==> src/rtl/mem_arb_pkg.sv <==
// Shared types and default sizing for the two-port memory arbiter.
package mem_arb_pkg;

  localparam int ADDR_W_DEF    = 4;
  localparam int DATA_W_DEF    = 8;
  localparam int BURST_MAX_DEF = 4;
  localparam int CNT_W         = 4;

  typedef enum logic [1:0] {
    IDLE = 2'd0,
    OWN0 = 2'd1,
    OWN1 = 2'd2
  } owner_e;

endpackage

==> src/rtl/mem_arb_pick.sv <==
// Two-way grant picker: owner lock, single requester, then round-robin tie-break.
// Define MEM_ARB_FIXED_PRIO_EN to always resolve contention in favour of port 0.
module mem_arb_pick
  import mem_arb_pkg::*;
(
  input  logic       valid_0,
  input  logic       valid_1,
  input  logic       rr_ptr,
  input  owner_e     owner,
  output logic [1:0] grant
);

  // NOTE: every output of a combinational block gets a default first, so no path leaves it unassigned and infers a latch.
  always_comb begin
    grant = 2'b00;
    case (owner)
      OWN0:    grant = {1'b0, valid_0};
      OWN1:    grant = {valid_1, 1'b0};
      default: begin
        if (valid_0 && valid_1) begin
`ifdef MEM_ARB_FIXED_PRIO_EN
          grant = 2'b01;
`else
          grant = rr_ptr ? 2'b10 : 2'b01;
`endif
        end else begin
          grant = {valid_1, valid_0};
        end
      end
    endcase
  end

`ifdef MEM_ARB_FIXED_PRIO_EN
  logic unused_rr;
  assign unused_rr = rr_ptr;
`endif

endmodule

==> src/rtl/mem_arbiter.sv <==
// Two-client arbiter in front of a single-port synchronous-read memory, with locked bursts.
// Define MEM_ARB_FIXED_PRIO_EN for fixed port-0 priority instead of round-robin.
module mem_arbiter
  import mem_arb_pkg::*;
#(
  parameter int ADDR_W    = ADDR_W_DEF,
  parameter int DATA_W    = DATA_W_DEF,
  parameter int BURST_MAX = BURST_MAX_DEF
) (
  input  logic              clk,
  input  logic              rst,
  input  logic              req_valid_0,
  input  logic              req_valid_1,
  output logic              req_ready_0,
  output logic              req_ready_1,
  input  logic              req_we_0,
  input  logic              req_we_1,
  input  logic              req_lock_0,
  input  logic              req_lock_1,
  input  logic [ADDR_W-1:0] req_adr_0,
  input  logic [ADDR_W-1:0] req_adr_1,
  input  logic [DATA_W-1:0] req_dat_w_0,
  input  logic [DATA_W-1:0] req_dat_w_1,
  output logic              rsp_valid_0,
  output logic              rsp_valid_1,
  output logic [DATA_W-1:0] rsp_dat_r_0,
  output logic [DATA_W-1:0] rsp_dat_r_1,
  output logic [ADDR_W-1:0] mem_adr,
  output logic [DATA_W-1:0] mem_dat_w,
  output logic              mem_we,
  input  logic [DATA_W-1:0] mem_dat_r
);

  localparam logic [CNT_W-1:0] LAST_CNT = CNT_W'(BURST_MAX - 1);

  owner_e           state;
  logic [CNT_W-1:0] burst_cnt;
  logic             rr_ptr;
  logic             rsp_pend;
  logic             rsp_sel;
  logic [1:0]       grant;
  logic [1:0]       accept;
  logic             any_acc;
  logic             acc_lock;
  logic             stay;

  mem_arb_pick u_pick (
    .valid_0 (req_valid_0),
    .valid_1 (req_valid_1),
    .rr_ptr  (rr_ptr),
    .owner   (state),
    .grant   (grant)
  );

  // Grants are masked while reset is held so nothing reaches the memory.
  assign accept      = grant & {2{rst}};
  assign any_acc     = |accept;
  assign acc_lock    = accept[1] ? req_lock_1 : req_lock_0;
  assign stay        = any_acc && acc_lock && (burst_cnt < LAST_CNT);
  assign req_ready_0 = accept[0];
  assign req_ready_1 = accept[1];

  always_comb begin
    mem_we    = 1'b0;
    mem_adr   = '0;
    mem_dat_w = '0;
    if (accept[1]) begin
      mem_we    = req_we_1;
      mem_adr   = req_adr_1;
      mem_dat_w = req_dat_w_1;
    end else if (accept[0]) begin
      mem_we    = req_we_0;
      mem_adr   = req_adr_0;
      mem_dat_w = req_dat_w_0;
    end
  end

  // NOTE: sequential state uses non-blocking assignments so every flop samples pre-edge values.
  always_ff @(posedge clk or negedge rst) begin
    if (!rst) begin
      state     <= IDLE;
      burst_cnt <= '0;
      rsp_pend  <= 1'b0;
      rsp_sel   <= 1'b0;
    end else begin
      rsp_pend <= any_acc;
      if (any_acc) rsp_sel <= accept[1];
      case (state)
        IDLE: begin
          if (any_acc && acc_lock) begin
            state     <= accept[1] ? OWN1 : OWN0;
            burst_cnt <= CNT_W'(1);
          end
        end
        default: begin
          if (stay) begin
            burst_cnt <= burst_cnt + 1'b1;
          end else begin
            state     <= IDLE;
            burst_cnt <= '0;
          end
        end
      endcase
    end
  end

`ifdef MEM_ARB_FIXED_PRIO_EN
  assign rr_ptr = 1'b0;
`else
  // Pointer moves to the port that did not just finish its turn.
  always_ff @(posedge clk or negedge rst) begin
    if (!rst) begin
      rr_ptr <= 1'b0;
    end else if (state == IDLE) begin
      if (any_acc && !acc_lock) rr_ptr <= ~accept[1];
    end else if (!stay) begin
      rr_ptr <= (state == OWN0);
    end
  end
`endif

  assign rsp_valid_0 = rsp_pend & ~rsp_sel;
  assign rsp_valid_1 = rsp_pend & rsp_sel;
  assign rsp_dat_r_0 = rsp_valid_0 ? mem_dat_r : '0;
  assign rsp_dat_r_1 = rsp_valid_1 ? mem_dat_r : '0;

endmodule

==> config.mk <==
export PLATFORM = sky130hd
export DESIGN_NAME = mem_arbiter
export DESIGN_NICKNAME = d
export VERILOG_FILES = /design/src/rtl/mem_arb_pkg.sv /design/src/rtl/mem_arb_pick.sv /design/src/rtl/mem_arbiter.sv
export SDC_FILE = /design/constraint.sdc
export NUM_CORES = 1
export LEC_CHECK = 0
export CORE_MARGIN = 2
export CORE_UTILIZATION = 31
export DETAILED_ROUTE_END_ITERATION = 6
export PLACE_DENSITY = 0.91
export SLEW_MARGIN = 20
export SYNTH_ARGS = -nofsm -noshare
export SYNTH_HDL_FRONTEND = slang
export SYNTH_SLANG_ARGS = --single-unit
==> constraint.sdc <==
create_clock -name clk -period 2.45 [get_ports clk]
set_clock_uncertainty 0.1 [all_clocks]
set_input_delay 0.245 -clock clk [delete_from_list [all_inputs] [get_ports clk]]
set_output_delay 0.245 -clock clk [all_outputs]
set_load 0.02 [all_outputs]
==> run_results.csv <==
group,metric,value,unit
timing,slew_viol_final,0,
global_routing,grt.total_usage,22.66,%
power,power.share.clock,6.5,%
worst_setup_path,crit_type,"reg -> out",
yosys,synth_seq_area_share,27.15,%
yosys,synth_area,829.5,um^2
global_routing,grt_max_degree,14,
worst_setup_path,worstPathRequired,2110,ps
clock_tree,cts_tree,"yes",
placement,finalWeightedCongestion,0.8940,
yosys,synth_nets,137,
cells_and_area,nFillCells,193,
yosys,synthCells,92,
yosys,netlist-cell-type-count,31,
cells_and_area,layout-drive-gt1-share,27.62,%
drt,vias_per_cell,5.213,
timing,slew_headroom,74.22,%
power,seqPwrFrac,14.9,%
status,status,"complete, but fails checks",
yosys,yosysWarnings,0,
power,total_power,1.738,mW
timing,setup_viol_count_final,4,
worst_setup_path,worstSetupEndpointType,"output port",
timing,min_period_over_period,100.8,%
worst_setup_path,arrival,2130,ps
clock_tree,cts_max_level,1,
clock_tree,cts.reportedPaths.clkPinSlew,60,ps
worst_setup_path,start_kind,"register",
timing,setup_slack,-20.34,ps
global_routing,grt_pass1_wl,5.471,mm
timing,rsz0062_at_grt,"true",
cells_and_area,final_util,72.07,%
hold_path,hp-class,"in -> async",
floorplanning,die_w,55.73,um
cells_and_area,diodes,0,
placement,placed_cells,200,
clock_tree,clkSinkCount,9,
floorplanning,die_area,3106,um^2
floorplanning,num_io_pins,73,
floorplanning,start_util,33.18,%
clock_tree,clk_path_buf_depth,2,
floorplanning,fp-row-count,18,
clock_tree,cts_inserted_buffers,3,
drt,routedWlPerCell,15.81,um
timing,finalCriticalPeriod,2470,ps
drt,remaining_drc_errors,0,
timing,finalHoldViolCount,0,
global_routing,grt_pass1_vias,1178,
power,irDropWorstVdd,659.3,uV
drt,first_pass_iters,4,
global_routing,grt_overflow,0,
floorplanning,die_h,55.73,um
drt,vias,1100,
timing,fmax,404.8,MHz
timing,max_slew.worst_pin.slew,385.9,ps
cells_and_area,final_common_cell,"clkdlybuf4s50_1",
clock_tree,worstSkewPairLatency,260,ps
cells_and_area,mostFrequentLayoutCells,"clkdlybuf4s50_1, buf_6, buf_4, a22o_1, and3_1",
yosys,synth_seq_cells,9,
flow_run,max_cap_viol_count,0,
status,violations,"setup timing",
global_routing,antenna_found_initial,0,
power,share_comb_of_total_power,78.6,%
drt,routed_wl,3.335,mm
power,internal_power,0.9772,mW
cells_and_area,finalNonFillerCells,211,
power,power_switching,0.7604,mW
yosys,avgSynthCellArea,9.017,um^2
power,p_leak,0.8342,nW
drt,antenna_violating_nets_post_route,0,
power,swShare,43.76,%
worst_setup_path,critPathMaxFanout,6,
power,power-per-cell-area,964.4,nW/um^2
cells_and_area,nNetsFinal,227,
drt,drt_iter0_markers,23,
floorplanning,coreArea,2500,um^2
cells_and_area,area_growth_syn_to_layout,117.2,%
clock_tree,cts-root-buf,"clkbuf_4",
placement,hpwlAfterDp,2.629,mm
placement,port_buffers,72,
kinds of logic (layout without fill, tap and decap cells):
kind of cell / after synthesis / after routing / synth area share, %
DFF: 9 / 9 / 27.15
buffers and inverters: 13 / 102 / 8.446
AOI/OAI and AO/OA: 19 / 19 / 21.42
muxes: 1 / 1 / 1.207
and+or+nand+nor: 45 / 45 / 34.24
adders and majority gates: 5 / 5 / 7.541
worst paths after layout:
kind,end,slack [ps],cells after the start,from
worst max-delay path,mem_dat_w[4],-20,10,state[0]
worst min-delay path,state[0],220,2,rst
worst max register to register,state[1],220,10,state[0]
worst min register to register,burst_cnt[3],410,1,burst_cnt[3]
max in group asynchronous,burst_cnt[0],1890,2,rst
min in group clk,burst_cnt[3],410,1,burst_cnt[3]
Yosys cell counts:
cell type	n	area [um^2]
nand2b_1	1	6.260
ha_1	5	62.56
and2_1	9	56.30
o221ai_2	1	15.01
nor2_1	2	7.510
and3_1	10	62.56
nand4_2	1	12.51
a22o_1	13	113.9
a21oi_2	1	8.760
nand2_1	5	18.77
nor2_2	1	6.260
nor3b_2	1	12.51
nor2b_1	1	6.260
mux2i_1	1	10.01
dfrtp_1	9	225.2
a31oi_4	1	21.27
o41ai_1	1	8.760
or3_1	3	18.77
buf_6	2	22.52
inv_1	5	18.77
inv_2	1	3.750
a21oi_1	2	10.01
nand3_1	5	25.02
clkbuf_1	3	11.26
and2b_1	1	7.510
nand4_1	1	6.260
inv_6	1	8.760
or4_1	2	15.01
nor4b_2	1	15.01
buf_2	1	5.000
nand3b_1	1	7.510
through the flow:
| step | setup TNS, ps | hold WS (ps) | area, um^2 | setup slack [ps] |
|---|---|---|---|---|
| 6_report | -42.92 | 219.3 | 1802 | -20.34 |
| 5_1_grt | -973.9 | 210.9 | 1802 | -94.57 |
| 4_1_cts | -453.6 | 213.8 | 1775 | -67.86 |
| 3_5_place_dp | -4457 | 390.7 | 1652 | -366.6 |
| 3_3_place_gp | -3007 | 383.3 | 1652 | -258.9 |
| 2_1_floorplan | 0 | -150.6 | 829.5 | 126.9 |
per-layer routing:
metal	share of wire (%)	up-vias	wire, um	global-route usage (%)
li1	-	516	-	-
met1	37	503	1238	22.43
met2	51	74	1712	43.88
met3	9.9	7	330	6.977
met4	1.6	0	53	7.666
met5	0	-	0	0
cell type report:
| cell class | instances | area [um^2] | area share [%] |
|---|---|---|---|
| Inverter | 7 | 31.28 | 1.736 |
| Clock buffer | 4 | 26.28 | 1.458 |
| Multi-Input combinational cell | 70 | 578.1 | 32.08 |
| Timing Repair Buffer | 91 | 903.4 | 50.14 |
| Sequential cell | 9 | 225.2 | 12.50 |
| Tap cell | 30 | 37.54 | 2.083 |
sequential cells by signal (all words and copies together), names as in the netlist:
register / flops
burst_cnt: 4
rsp_sel: 1
rsp_pend: 1
state: 2
rr_ptr: 1
what timing repair did:
| item | CTS | global route |
|---|---|---|
| cloned | 1 | 0 |
| resized for setup | 87 | 5 |
| hold buffers | 0 | 0 |
| endpoints found under the setup margin | 15 | 14 |
| pin swaps | 5 | 3 |
| buffers inserted | 4 | 2 |
power by group through the flow:
stage	registers (mW)	logic, mW	clock network (mW)
2_1_floorplan	0.241	0.659	0
3_3_place_gp	0.251	1.11	0
3_5_place_dp	0.258	1.17	0
4_1_cts	0.257	1.32	0.116
5_1_grt	0.268	1.47	0.123
6_report	0.260	1.37	0.113
critical path, stage by stage (launching register included):
cell and delay [ps]:
dfrtp_1 390, inv_2 90, buf_6 110, ha_4 110, and2b_1 180, or3_4 360
inv_6 90, nor2_4 50, buf_6 130, a22o_1 210, buf_6 140
No activity file was read; power rests on OpenSTA's default activity.
